**src/rtl/multicast_pkg.sv**
```systemverilog
// Shared types and constants for the multicast router: per-channel FSM states,
// channel indices and the FIFO depth legality check.
package multicast_pkg;

  typedef enum logic {
    IDLE = 1'b0,
    CAST = 1'b1
  } cast_state_t;

  localparam int CH_IFMAP = 0;
  localparam int CH_FLTR  = 1;
  localparam int CH_PSUM  = 2;

  // Pointer wrap relies on natural binary overflow, so depth must be 2^n, n >= 1.
  function automatic bit is_pow2(input int n);
    return (n >= 2) && ((n & (n - 1)) == 0);
  endfunction

endpackage

```
**src/rtl/multicast_router_cast_fifo.sv**
```systemverilog
// Synchronous FIFO of {mask, data} entries for one cast channel, with
// full/empty flags and an occupancy count.
module cast_fifo #(
  parameter int DW    = 32,
  parameter int MW    = 4,
  parameter int DEPTH = 4,
  parameter int CW    = $clog2(DEPTH + 1)
) (
  input  logic          clk,
  input  logic          rstn,
  input  logic          push,
  input  logic [DW-1:0] push_data,
  input  logic [MW-1:0] push_mask,
  input  logic          pop,
  output logic [DW-1:0] head_data,
  output logic [MW-1:0] head_mask,
  output logic          full,
  output logic          empty,
  output logic [CW-1:0] count
);

  localparam int AW = (DEPTH > 1) ? $clog2(DEPTH) : 1;

  logic [MW+DW-1:0] mem [DEPTH];
  logic [AW-1:0]    wr_ptr;
  logic [AW-1:0]    rd_ptr;
  logic [CW-1:0]    cnt;
  logic             do_push;
  logic             do_pop;

  assign full    = (cnt == CW'(DEPTH));
  assign empty   = (cnt == '0);
  assign count   = cnt;
  // A full FIFO refuses a push even when it is popped in the same cycle.
  assign do_push = push & ~full;
  assign do_pop  = pop & ~empty;

  assign {head_mask, head_data} = mem[rd_ptr];

  always_ff @(posedge clk) begin
    if (do_push) begin
      mem[wr_ptr] <= {push_mask, push_data};
    end
  end

  always_ff @(posedge clk) begin
    if (!rstn) begin
      wr_ptr <= '0;
      rd_ptr <= '0;
      cnt    <= '0;
    end else begin
      if (do_push) begin
        wr_ptr <= wr_ptr + 1'b1;
      end
      if (do_pop) begin
        rd_ptr <= rd_ptr + 1'b1;
      end
      if (do_push && !do_pop) begin
        cnt <= cnt + 1'b1;
      end else if (do_pop && !do_push) begin
        cnt <= cnt - 1'b1;
      end
    end
  end

endmodule

```
**src/rtl/multicast_router.sv**
```systemverilog
// Multicast router: per channel, a FIFO feeds a head register that is broadcast
// to every PE column named in its mask until each column has taken it.
//
// state | meaning
// IDLE  | no head loaded; pops the FIFO when enabled, dropping zero-mask entries
// CAST  | head loaded, at least one masked column still pending delivery
module multicast_router
  import multicast_pkg::*;
#(
  parameter int DATA_WIDTH = 16,
  parameter int NUM_COL    = 4,
  parameter int NUM_CH     = 3,
  parameter int FIFO_DEPTH = 4
) (
  input  logic                                         clk,
  input  logic                                         rstn,
  input  logic [NUM_CH-1:0]                            ch_en,
  input  logic [NUM_CH-1:0]                            in_valid,
  output logic [NUM_CH-1:0]                            in_ready,
  input  logic [NUM_CH-1:0][2*DATA_WIDTH-1:0]          in_data,
  input  logic [NUM_CH-1:0][NUM_COL-1:0]               in_mask,
  output logic [NUM_CH-1:0][2*DATA_WIDTH-1:0]          pe_data,
  output logic [NUM_CH-1:0][NUM_COL-1:0]               pe_valid,
  input  logic [NUM_CH-1:0][NUM_COL-1:0]               pe_ready,
  output logic [NUM_CH-1:0]                            cast_done,
  output logic [NUM_CH-1:0][$clog2(FIFO_DEPTH+1)-1:0]  fifo_count,
  output logic                                         busy
);

  localparam int DW2 = 2 * DATA_WIDTH;
  localparam int CW  = $clog2(FIFO_DEPTH + 1);

  if (!is_pow2(FIFO_DEPTH)) begin : g_bad_depth
    $error("multicast_router: FIFO_DEPTH must be a power of two >= 2");
  end

  logic [NUM_CH-1:0] busy_ch;

  assign busy = |busy_ch;

  for (genvar c = 0; c < NUM_CH; c++) begin : g_ch
    cast_state_t        state_q, state_d;
    logic [NUM_COL-1:0] pend_q, pend_d;
    logic [DW2-1:0]     head_q, head_d;
    logic               done_q, done_d;
    logic [NUM_COL-1:0] fire;
    logic               pop;
    logic [DW2-1:0]     push_data;
    logic [DW2-1:0]     f_data;
    logic [NUM_COL-1:0] f_mask;
    logic               f_full;
    logic               f_empty;
    logic [CW-1:0]      f_count;

    // Narrow channels only carry DATA_WIDTH bits; keep the upper half clean.
    if (c == CH_PSUM) begin : g_wide
      assign push_data = in_data[c];
    end else begin : g_narrow
      assign push_data = {{DATA_WIDTH{1'b0}}, in_data[c][DATA_WIDTH-1:0]};
    end

    cast_fifo #(
      .DW    (DW2),
      .MW    (NUM_COL),
      .DEPTH (FIFO_DEPTH),
      .CW    (CW)
    ) u_fifo (
      .clk       (clk),
      .rstn      (rstn),
      .push      (in_valid[c]),
      .push_data (push_data),
      .push_mask (in_mask[c]),
      .pop       (pop),
      .head_data (f_data),
      .head_mask (f_mask),
      .full      (f_full),
      .empty     (f_empty),
      .count     (f_count)
    );

    // Only ch_en gates the registered state/pending; pe_ready never feeds back.
    assign pe_valid[c]   = (state_q == CAST && ch_en[c]) ? pend_q : '0;
    assign fire          = pe_valid[c] & pe_ready[c];
    assign pe_data[c]    = head_q;
    assign cast_done[c]  = done_q;
    assign in_ready[c]   = ~f_full;
    assign fifo_count[c] = f_count;
    assign busy_ch[c]    = (state_q != IDLE) | ~f_empty;

    always_comb begin
      state_d = state_q;
      head_d  = head_q;
      done_d  = 1'b0;
      pop     = 1'b0;
      pend_d  = pend_q & ~fire;
      if (state_q == CAST && pend_d == '0) begin
        done_d  = 1'b1;
        state_d = IDLE;
      end
      // The head slot is free either in IDLE or on the edge the last column takes it.
      if (pend_d == '0 && !f_empty && ch_en[c]) begin
        pop = 1'b1;
        if (f_mask != '0) begin
          state_d = CAST;
          pend_d  = f_mask;
          head_d  = f_data;
        end
      end
    end

    always_ff @(posedge clk) begin
      if (!rstn) begin
        state_q <= IDLE;
        pend_q  <= '0;
        head_q  <= '0;
        done_q  <= 1'b0;
      end else begin
        state_q <= state_d;
        pend_q  <= pend_d;
        head_q  <= head_d;
        done_q  <= done_d;
      end
    end
  end

endmodule

```
**config.mk**
```make
export PLATFORM = sky130hd
export DESIGN_NAME = multicast_router
export DESIGN_NICKNAME = d
export VERILOG_FILES = /design/src/rtl/multicast_pkg.sv /design/src/rtl/multicast_router_cast_fifo.sv /design/src/rtl/multicast_router.sv
export SDC_FILE = /design/constraint.sdc
export NUM_CORES = 1
export LEC_CHECK = 0
export ABC_AREA = 1
export ABC_CLOCK_PERIOD_IN_PS = 3400
export CORE_MARGIN = 10
export CORE_UTILIZATION = 50
export DETAILED_ROUTE_END_ITERATION = 6
export HOLD_SLACK_MARGIN = 0.03
export PLACE_DENSITY = 0.75
export SLEW_MARGIN = 20
export SYNTH_ARGS = -nofsm -noshare
export SYNTH_HDL_FRONTEND = slang
export SYNTH_SLANG_ARGS = --single-unit
```
**constraint.sdc**
```tcl
create_clock -name clk -period 3.4 [get_ports clk]
set_input_delay 0.34 -clock clk [delete_from_list [all_inputs] [get_ports clk]]
set_output_delay 0.34 -clock clk [all_outputs]
set_load 0.05 [all_outputs]
```
**Yosys cells after proc, flatten, opt, wreduce, memory -nomap -nowiden**

Memories as Yosys holds them, arrays and structs flattened. A register that Yosys moved wholly into a read port is not among the register bits.
Cells that the tools add are included.

- Bits in registers: 135
- Memory bits (writable): 304
- Bits of input ports: 128
- Output and inout bits: 124
- Logic and storage cells: 148
- Memories: 3

Memory list:

| memory | depth | bits a word | rd ports | clocked after memory_dff | wr ports | RTL line | source |
|---|---|---|---|---|---|---|---|
| g_ch[2].u_fifo.mem | 4 | 36 | 1 | 1 | 1 | multicast_router_cast_fifo.sv:24 | `logic [MW+DW-1:0] mem [DEPTH];` |
| g_ch[0].u_fifo.mem | 4 | 20 | 1 | 1 | 1 | multicast_router_cast_fifo.sv:24 |  |
| g_ch[1].u_fifo.mem | 4 | 20 | 1 | 1 | 1 | multicast_router_cast_fifo.sv:24 |  |

- $add $sub $neg: 12
- Equality and inequality tests: 3
- Muxes and demuxes: 42
- Bitwise logic cells: 24
- Reductions and logical operators: 43

Operators with widths:

| kind | count |
|---|---|
| 2-to-1 mux 4 bit | 9 |
| bitwise AND 4 bit | 6 |
| 2-to-1 mux 1 bit | 21 |
| logical AND 1 bit | 18 |
| 2-to-1 mux 3 bit | 6 |
| adder 2 x 1 -> 2 bit, second input constant | 6 |
| zero test 4 bit | 3 |
| 2-to-1 mux 2 bit | 6 |
| NOT 4 bit | 3 |
| nonzero test 4 bit | 3 |
| adder 3 x 1 -> 3 bit, second input constant | 3 |
| equality test 3 bit, second input constant | 3 |
| zero test 1 bit | 9 |
| zero test 3 bit | 3 |
| subtractor 3 x 1 -> 3 bit, second input constant | 3 |
| bitwise AND 1 bit | 6 |
| NOT 1 bit | 6 |
| AND reduction 2 bit | 3 |
| nonzero test 2 bit | 3 |
| bitwise OR 1 bit | 3 |
| OR reduction 3 bit | 1 |

**Longest topological paths before layout**

Gate-level depths: netlist of the first run.

- Depth in word-level cells: 13
- Depth in mapped cells: 13
- Gate-level depth less buffers: 13

**Cells and area by module**

A second synthesis of the first run with hierarchy kept.

- Cell total of the unflattened synthesis: 2220
- Area, all modules: 23496.3 um^2

By module, submodules not included:

| module | times used | cells each | area an instance (um^2) | sequential area each (um^2) |
|---|---|---|---|---|
| cast_fifo | 3 | 418 | 5843.1 | 4504.3 |
| multicast_router | 1 | 966 | 5967.0 | 2282.2 |

**Least setup slack after synthesis of the first run**

OpenSTA, ideal clock, no wires.

- Kind: flip-flop to flip-flop
- Start: register g_ch[2].u_fifo.cnt[1]
- End: memory g_ch[2].u_fifo.mem[0][0] in the netlist's numbering, enable pin
- Setup time: 0.429 ns
- Arrival: 3.101 ns
- Data required time: 2.971 ns
- Slack: -0.130 ns
- Stages on the path, launching flop included: 5
- Path buffers: 0
- Clock period less this slack: 3.530 ns
- Path through: dfxtp_1 inv_1 nand3_1 nand2_1 nor2_1

- Cells in the longest elaborated chain, start to end: 5

Ends and longest elaborated chain:

| item | RTL line | source |
|---|---|---|
| start: declaration | multicast_router_cast_fifo.sv:27 | `logic [CW-1:0] cnt;` |
| start signal: assignment | multicast_router_cast_fifo.sv:59 | `cnt <= cnt + 1'b1;` |
| start signal: assignment | multicast_router_cast_fifo.sv:61 | `cnt <= cnt - 1'b1;` |
| equality test 3 bit | multicast_router_cast_fifo.sv:31 | `assign full = (cnt == CW'(DEPTH));` |
| NOT 1 bit | n/a |  |
| net in_ready[2] | multicast_router.sv:19 | `output logic [NUM_CH-1:0] in_ready,` |
| bitwise AND 1 bit | multicast_router_cast_fifo.sv:35 | `assign do_push = push & ~full;` |
| 2-to-1 mux 1 bit | multicast_router_cast_fifo.sv:41 | `if (do_push) begin` |
| 2-to-1 mux 1 bit (implied by the code) | multicast_router_cast_fifo.sv:42 | `mem[wr_ptr] <= {push_mask, push_data};` |
| end: declaration | multicast_router_cast_fifo.sv:24 |  |

The timed path passes the listed nets, and every way through them passes these cells.

**Worst setup path in the final report of the first run**

- Start: register g_ch[0].u_fifo.cnt[0]
- End: output port busy

- Cells in the longest elaborated chain, start to end: 4

Ends and longest elaborated chain:

| item | RTL line | source |
|---|---|---|
| start: declaration | multicast_router_cast_fifo.sv:27 |  |
| start signal: assignment | multicast_router_cast_fifo.sv:59 |  |
| start signal: assignment | multicast_router_cast_fifo.sv:61 |  |
| zero test 3 bit | multicast_router_cast_fifo.sv:32 | `assign empty = (cnt == '0);` |
| NOT 1 bit | multicast_router.sv:88 | `assign busy_ch[c] = (state_q != IDLE) \| ~f_empty;` |
| bitwise OR 1 bit | multicast_router.sv:88 |  |
| OR reduction 3 bit | multicast_router.sv:39 | `assign busy = \|busy_ch;` |
| end: declaration | multicast_router.sv:27 | `output logic busy` |

No other way between the ends.

==> results of run 1 <==
## layer usage
| layer | up-vias | part of all wire [%] | GRT usage, % |
|---|---|---|---|
| met5 | - | 0.051 | 0 |
| li1 | 5505 | - | - |
| met4 | 2 | 2.3 | 6.182 |
| met1 | 5494 | 40 | 22.19 |
| met2 | 380 | 49 | 32.00 |
| met3 | 64 | 8.6 | 5.357 |
## stage by stage
stage	utilization [%]	hold WS, ns	std cells	area [µm²]	TNS, ns
global route	62.17	0.4245	2192	20280	0
floorplan	-	0.4389	1558	16690	-18.78
finish	62.18	0.4349	2193	20280	0
detailed placement	57.57	0.4711	2109	18780	0
global placement	57.57	0.4613	2109	18780	0
CTS	62.16	0.4158	2190	20280	0
## path summary, 6_finish.rpt
| check | startpoint | end | slack [ns] | depth (start not counted) |
|---|---|---|---|---|
| worst min-delay path | in_mask[3] | g_ch[0].u_fifo.mem[2][19] | 0.43 | 1 |
| worst min register to register | g_ch[2].head_q[23] | g_ch[2].head_q[23] | 0.48 | 2 |
| worst max register to register | flop | g_ch[2].head_q[9] | 1.06 | 10 |
| worst max-delay path | g_ch[0].u_fifo.count[0] | busy | 0.59 | 5 |
## area by class of cell
| cell class | instances | area share [%] |
|---|---|---|
| multi-input combinational | 905 | 21.10 |
| clock inverter | 17 | 1.129 |
| clock buffer | 64 | 6.249 |
| inverter | 131 | 2.449 |
| antenna | 3 | 0.03701 |
| sequential | 413 | 55.77 |
| tap | 442 | 2.727 |
| timing repair buffer | 218 | 10.54 |
## sequential cells by signal, indices dropped and copies added (netlist names), named ones only
signal              cells
g_ch.done_q             3
g_ch.u_fifo.mem       304
g_ch.u_fifo.wr_ptr      6
g_ch.head_q            64
g_ch.u_fifo.count       9
g_ch.u_fifo.rd_ptr      6
g_ch.pend_q            12
g_ch.state_q            3
## power by group
group | switching (µW) | total (µW) | leakage (µW) | internal [µW]
sequential | 479 | 6880 | 0.00368 | 6400
combinational | 4820 | 6960 | 0.00318 | 2140
clock | 1880 | 4850 | 0.000720 | 2980
total | 7180 | 18700 | 0.00758 | 11500
## cells by family after synthesis
family                   Yosys count
AND/OR/NAND/NOR                  606
flip-flops                       413
AO/OA/AOI/OAI                    246
buffers and inverters            240
adder cells (fa/ha/maj)           18
XOR/XNOR                           3
other                              1
## cell usage after synthesis, drive strengths merged (15+ instances only)
master  number
ha          15
edfxtp     304
buf         74
dfxtp      109
clkbuf      35
a21oi       36
nand2      176
o21ai      146
nor2       305
nand3      118
o22ai       64
inv        122
## cells in the final DEF, fill, tap and decap left out, types with 4 or more instances in the layout
| cell type | instances |
|---|---|
| edfxtp_1 | 304 |
| nor2_1 | 295 |
| clkdlybuf4s50_1 | 186 |
| nand2_1 | 165 |
| o21ai_0 | 146 |
| inv_1 | 121 |
| nand3_1 | 114 |
| dfxtp_1 | 108 |
| o22ai_1 | 64 |
| clkbuf_16 | 45 |
| a21oi_1 | 36 |
| conb_1 | 32 |
| buf_4 | 28 |
| ha_1 | 15 |
| clkbuf_1 | 12 |
| clkinv_1 | 11 |
| nand2_2 | 10 |
| nor2_4 | 8 |
| clkbuf_8 | 7 |
| bufinv_16 | 5 |
| nor4_1 | 4 |
| nand3_2 | 4 |
## worst max-delay path: cells and delay by family (launching register included)
kind                   cells  cell delay, ns
buffers and inverters      2            0.83
DFF                        1            0.34
and+or+nand+nor            3            0.75
==> results summary, run 1 <==
The run finished with clean final reports. The critical path goes through inv_1 -> nand3_1 -> nor4_1 -> nand2_1 -> clkdlybuf4s50_1. Yosys attributes the largest share of cell area to edfxtp_1, dfxtp_1, nor2_1. The clock reaches the later pin of the worst-skew pair after approximately 0.53 ns. The multi-input logic area came out at approximately 4300 µm². Row generation in the floorplan step produced 66 rows. The clock period minus worst slack came out at around 2.8 ns. The die area came out at 40,840 µm².

The global-route wire length before repair came out at 61,350 µm. The sum of net half-perimeters after detailed placement came out at 24,650 µm. The max-capacitance violation count is 0.

The cell at the root of the clock tree is clkbuf_16. The worst voltage drop across the vdd grid is approximately 0.00076 V. The xor-xnor portion of the synthesized cell area is 0.1585%. The clock passes through at most 3 buffers. The per-cell routed wire length came out at 17.85 µm. Summing the areas of all compound-gate instances in the mapped netlist gives under 10% of the synthesized area. The area occupied by registers came out at around 11,000 µm².

The violation count after the first detailed-route iteration is about 810. The final number of max-transition violations is 0. By area, the combinational part of the netlist is dominated by simple AND/OR/NAND/NOR gates. The number of clock sinks is 413.

The worst hold path class is in -> reg. After layout, the worst path uses between 80 and 90% of the clock period. The required time of the worst setup path came out at just over 3 ns. The mean instance size in the synthesized netlist is 10.86 µm². Multiplexer cells account for 0% of the synthesized area.

Timing would allow up to about 360 MHz. The clock edge transition at the registers on the reported setup and hold paths came out at roughly 0.06 ns. The final setup skew is about 0.022 ns. The cell count after synthesis came out at 1,527. After synthesis, the netlist uses 29 different library cells. The total via count in the routed design is around 11,000. The count of buffers added by post-CTS timing repair for setup came out at 0. The total DRC errors in the routed layout is 0. The sequential cell area fraction in the yosys report is between 60% and 70%. Counting flops with an async set or reset pin after synthesis yields a share of 0%. The final-layout fill cell count came out at 2,528. The capturing element type of the critical path is a primary output.

The total grt overflow came out at 0. The reported leakage power is approximately 0.0076 µW. The post-route netlist has under 10% of its cells at a drive strength greater than 1. The via count of the first global-routing pass came out at approximately 12,000. The number of I/O pins came out at 252. The total routed wirelength came out at just under 40,000 µm. After Yosys synthesis, and, or, nand and nor cells account for 15.35% of the synthesized area. The worst-case setup margin in the final layout is around 0.59 ns. The number of antenna violations at the first check in global routing is 4. Yosys printed 0 warnings. The worst slew slack as a fraction of its limit is 41.76%.

The peak per-stage delay on the critical path is approximately 0.73 ns. Setup repair after global routing left no endpoint under its margin. The placeable core area came out at approximately 33,000 µm². The startpoint type of the worst setup path is a flop. Summed over all instances, the cell type with the most area after synthesis is edfxtp_1.

At the worst endpoint, the arrival time is between 2 and 2.5 ns. The die extent in x came out at between 200 and 250 µm. At the end of routability-driven placement, the weighted congestion stood at 0.8530. The synthesized netlist devotes around 1.5% of its cell area to adder and majority cells. TritonCTS built the clock tree. In the synthesized netlist the dominant register cell turns out to be edfxtp_1. Across every metal layer, demand over resource in global routing totals 18.68%. The count of hold-fix buffers inserted at cts came out at 0. The slowest stage of the critical path is the clkdlybuf4s50_1 cell. The number of setup violations in the final report came out at 0. The critical path is of the reg -> out type. Once the clock tree was built, the resizer swapped 0 gates to a different size. In this run the remaining antenna-violating nets after routing total 0. The area growth from synthesis to layout is 22.35%. The hold violation count in the final report is 0.

The largest net degree at the start of global routing is 48. In this run, synthesis produced a sequential element count of ~410. The power density normalized to cell area came out at 921.6 nW/µm². The routed via count divided by cell count is roughly 5.2. In this run, synthesis inferred just over 300 flip-flops with an integrated enable. The slew at the pin closest to its max-slew limit is around 0.87 ns. The die is roughly 200 µm tall.

The first detailed-routing pass ran for 5 iterations. The sum of internal, switching and leakage power is about 19,000 µW. The number of port buffers is between 150 and 200. The portion of synthesized cell area occupied by the leading cell type is a little under three fifths. The maximum fanout encountered on the critical timing path came out at 4. The starting density of the core came out at about half. The number of buffers added by the clock tree synthesis step came out at between 40 and 50. The post-synthesis cell area is about 17,000 µm².

The number of nets in the finished design is between 1,500 and 2,000. The count of H-tree levels built during CTS came out at 2. The post-placement worst setup slack is a little under 0.8 ns.
No activity file was read; power rests on OpenSTA's default activity.
==> run 2, diff against run 1 <==
--- a/config.mk
+++ b/config.mk
@@ -6,12 +6,12 @@
 export NUM_CORES = 1
 export LEC_CHECK = 0
 export ABC_AREA = 1
-export ABC_CLOCK_PERIOD_IN_PS = 3400
+export ABC_CLOCK_PERIOD_IN_PS = 2500
 export CORE_MARGIN = 10
-export CORE_UTILIZATION = 50
+export CORE_UTILIZATION = 49
 export DETAILED_ROUTE_END_ITERATION = 6
 export HOLD_SLACK_MARGIN = 0.03
-export PLACE_DENSITY = 0.75
+export PLACE_DENSITY = 0.76
 export SLEW_MARGIN = 20
 export SYNTH_ARGS = -nofsm -noshare
 export SYNTH_HDL_FRONTEND = slang
==> constraint.sdc (replaced) <==
create_clock -name clk -period 2.5 [get_ports clk]
set_input_delay 0.25 -clock clk [delete_from_list [all_inputs] [get_ports clk]]
set_output_delay 0.25 -clock clk [all_outputs]
set_load 0.05 [all_outputs]
==> results summary, run 2 (synthesis gave the netlist of run 1 again) <==
The count of buffers added by post-CTS timing repair for setup is 0 (unchanged). The die area was 41,590 µm² (+1.8%). The cell sitting at the root of the clock tree is a clkbuf_16. The count of hold-fix buffers inserted at cts is 0 (unchanged). The largest buffer count on any clock path is 3 (unchanged). The global-route wire length before repair is 60,230 µm (-1.8%). The accumulated negative setup slack was 0 ns (unchanged).

The proportion of layout cells with a drive suffix above 1 came out at 9.386% (+2.0 points). The clock tree from TritonCTS is built. Setup repair after global routing left no endpoint under its margin. The final weighted congestion in routability-driven placement is 0.8116 (-4.9%). The power density normalized to cell area came to 1245 nW/µm² (+35%). The worst slew slack as a fraction of its limit is 40.94% (-0.82 points). The number of I/O pins is 252 (unchanged). The library cells used most frequently in the layout, excluding fill and tap cells, are edfxtp_1, nor2_1, clkdlybuf4s50_1. The critical path arrival is 2.12 ns (-0.35 ns). The per-cell routed wire length is 17.37 µm (-2.7%). The total routed wirelength came to 38,380 µm (-2.0%). The maximum fanout encountered on the critical timing path is 7 (+3). The chip height is 203.9 µm (+0.92%). The routed via count divided by cell count came out at 5.182 (-0.72%). The number of setup violations in the final report is 0 (unchanged). The total via count in the routed design came to 11,446 (+0.0087%). The worst setup path is launched from a flop. The maximum clock rate came out at around 420 MHz.

The count of H-tree levels built during CTS came out at 2 (unchanged). The flow ran to the end, and the final reports show no timing, DRC or antenna violations. The number of buffers added by the clock tree synthesis step is 43 (-2.3%). The remaining antenna violation count is 0 (unchanged). The final number of max-transition violations is 0 (unchanged). The standard cell with the maximum stage delay on the critical path is clkdlybuf4s50_1.

The worst voltage drop across the vdd grid came to 0.0009076 V (+19%). Dividing the final minimum period by the clock period gives 94.95%. The area growth from synthesis to layout came out at 22.98%. The overall global routing resource usage was 18.08% (-0.60 points). The clock edge transition at the registers on the reported setup and hold paths is 0.06 ns (about the same). The largest net degree at the start of global routing came out at 47 (-2.1%). The clock latency reported for the late side of the worst-skew pair came to 0.54 ns (about the same).

Traced cell by cell, the critical path runs through nand2_1 -> nor2_1 -> clkdlybuf4s50_1. The register-to-register setup slack came out at 0.38 ns (-0.68 ns). The cell family contributing the most delay on the critical path is buffers and inverters. More flip-flops sit in one register than any other, and that register is g_ch.u_fifo.mem. The number of clock sinks came to 413 (unchanged). The critical path in this run is classified as reg -> out. The detailed-router iteration count before antenna repair came to 5 (unchanged). The number of antenna violations at the first check in global routing came out at 5 (+1). The die extent in x came to 203.9 µm (+0.92%). The count of cells resized by post-cts repair was 1 (+1). The slew at the pin closest to its max-slew limit is 0.8849 ns (+0.01127 ns).

Leaving out fill and tap cells, the most frequent cell in the layout is edfxtp_1. The violation count after the first detailed-route iteration is 725 (-11%). The site row count is 67 (+1.5%). The number of nets in the finished design is 1,869 (+0.54%).

STA classifies the critical path endpoint as a primary output. The number of flip-flops in the largest register is 304 (unchanged). The clock period minus worst slack came out at ~2.4 ns. The total DRC errors in the routed layout is 0 (unchanged). The via count of the first global-routing pass is 11,606 (-0.40%). The max-capacitance violation count is 0 (unchanged). The starting density of the core came out at 49.56% (-1.3 points). The reported leakage power came out at 0.007663 µW (+1.1%).

The peak per-stage delay on the critical path is 0.81 ns (+0.08 ns). The total grt overflow came to 0 (unchanged). The utilization after layout is 60.95% (-1.2 points). The worst hold path class is in -> reg. The final setup skew is 0.01545 ns (-0.006216 ns). The hold violation count in the final report is 0 (unchanged). The placeable core area came out at 33,450 µm² (+2.5%). The number of port buffers is 187 (unchanged).

The sum of buffers and inverters on the critical path is 1 (-1). The required time of the worst setup path came out at 2.25 ns (-0.81 ns). The largest registers in the layout are g_ch.u_fifo.mem x304, g_ch.head_q x64, g_ch.pend_q x12.

The sum of net half-perimeters after detailed placement came out at 24,560 µm (-0.40%).
-- run 2: changes by cell type in the layout (fill, tap and decap cells not counted), sizes merged --
cell           delta
buf              +22
clkdlybuf4s50    -12
clkinv            +6
clkbuf            -4
clkinvlp          -3
dlygate4sd2       +1
-- run 2: per-stage QoR --
step / setup slack, ns / cells / hold WS [ns] / power (µW) / area [µm²]
2_1_floorplan: 0.06990 / 1558 / 0.3489 / 16160 / 16760
3_3_place_gp: 0.08887 / 2126 / 0.4628 / 18850 / 18930
3_5_place_dp: 0.0005405 / 2126 / 0.4702 / 19100 / 18930
4_1_cts: 0.09721 / 2206 / 0.2756 / 25570 / 20380
5_1_grt: 0.03883 / 2208 / 0.3208 / 26830 / 20390
6_report: 0.1261 / 2209 / 0.2991 / 25370 / 20390
-- run 2: per-layer routing --
metal,track usage (%),wire (µm),vias to the layer above,part of all wire [%]
met5,0,24,-,0.063
met4,5.977,951,4,2.5
met3,4.977,3313,76,8.6
li1,-,-,5533,-
met2,31.28,18770,385,49
met1,21.37,15310,5448,40
-- run 2: worst paths after layout --
path | startpoint | end | depth (start not counted)
hold reg to reg | g_ch[0].head_q[10] | g_ch[0].head_q[10] | 2
setup reg to reg | g_ch[0].state_q | g_ch[0].u_fifo.count[1] | 10
setup / recovery | g_ch[1].state_q | pe_valid[5] | 3
hold / removal | rstn | g_ch[1].head_q[14] | 4
-- run 2: final cells by class --
cell class | instances | area, µm²
diodes | 3 | 7.507
clock buffers | 60 | 1220
clock inverters | 20 | 230.2
fillers | 2583 | 13060
inverters | 131 | 496.7
multi-input cells | 905 | 4318
flip-flops and latches | 413 | 11310
well taps | 448 | 560.5
repair buffers | 229 | 2241
-- run 2: report_power, final --
group	total (µW)	switching (µW)	internal, µW	leakage (µW)
combinational	9550	6530	3020	0.00326
sequential	9390	680	8710	0.00368
clock	6430	2510	3920	0.000718
-- run 2: tightest hold or removal path: stages --
cell and delay (ns):
buf_2 0.11, buf_4 0.27, nand2_1 0.12, nor2_1 0.03
==> run 3, diff against run 2 <==
--- a/config.mk
+++ b/config.mk
@@ -9,6 +9,7 @@
 export ABC_CLOCK_PERIOD_IN_PS = 2500
 export CORE_MARGIN = 10
 export CORE_UTILIZATION = 49
+export CTS_CLUSTER_DIAMETER = 120
 export DETAILED_ROUTE_END_ITERATION = 6
 export HOLD_SLACK_MARGIN = 0.03
 export PLACE_DENSITY = 0.76
==> results of run 3 <==
No change in the layout: final DEF, timing and power equal those of run 2.
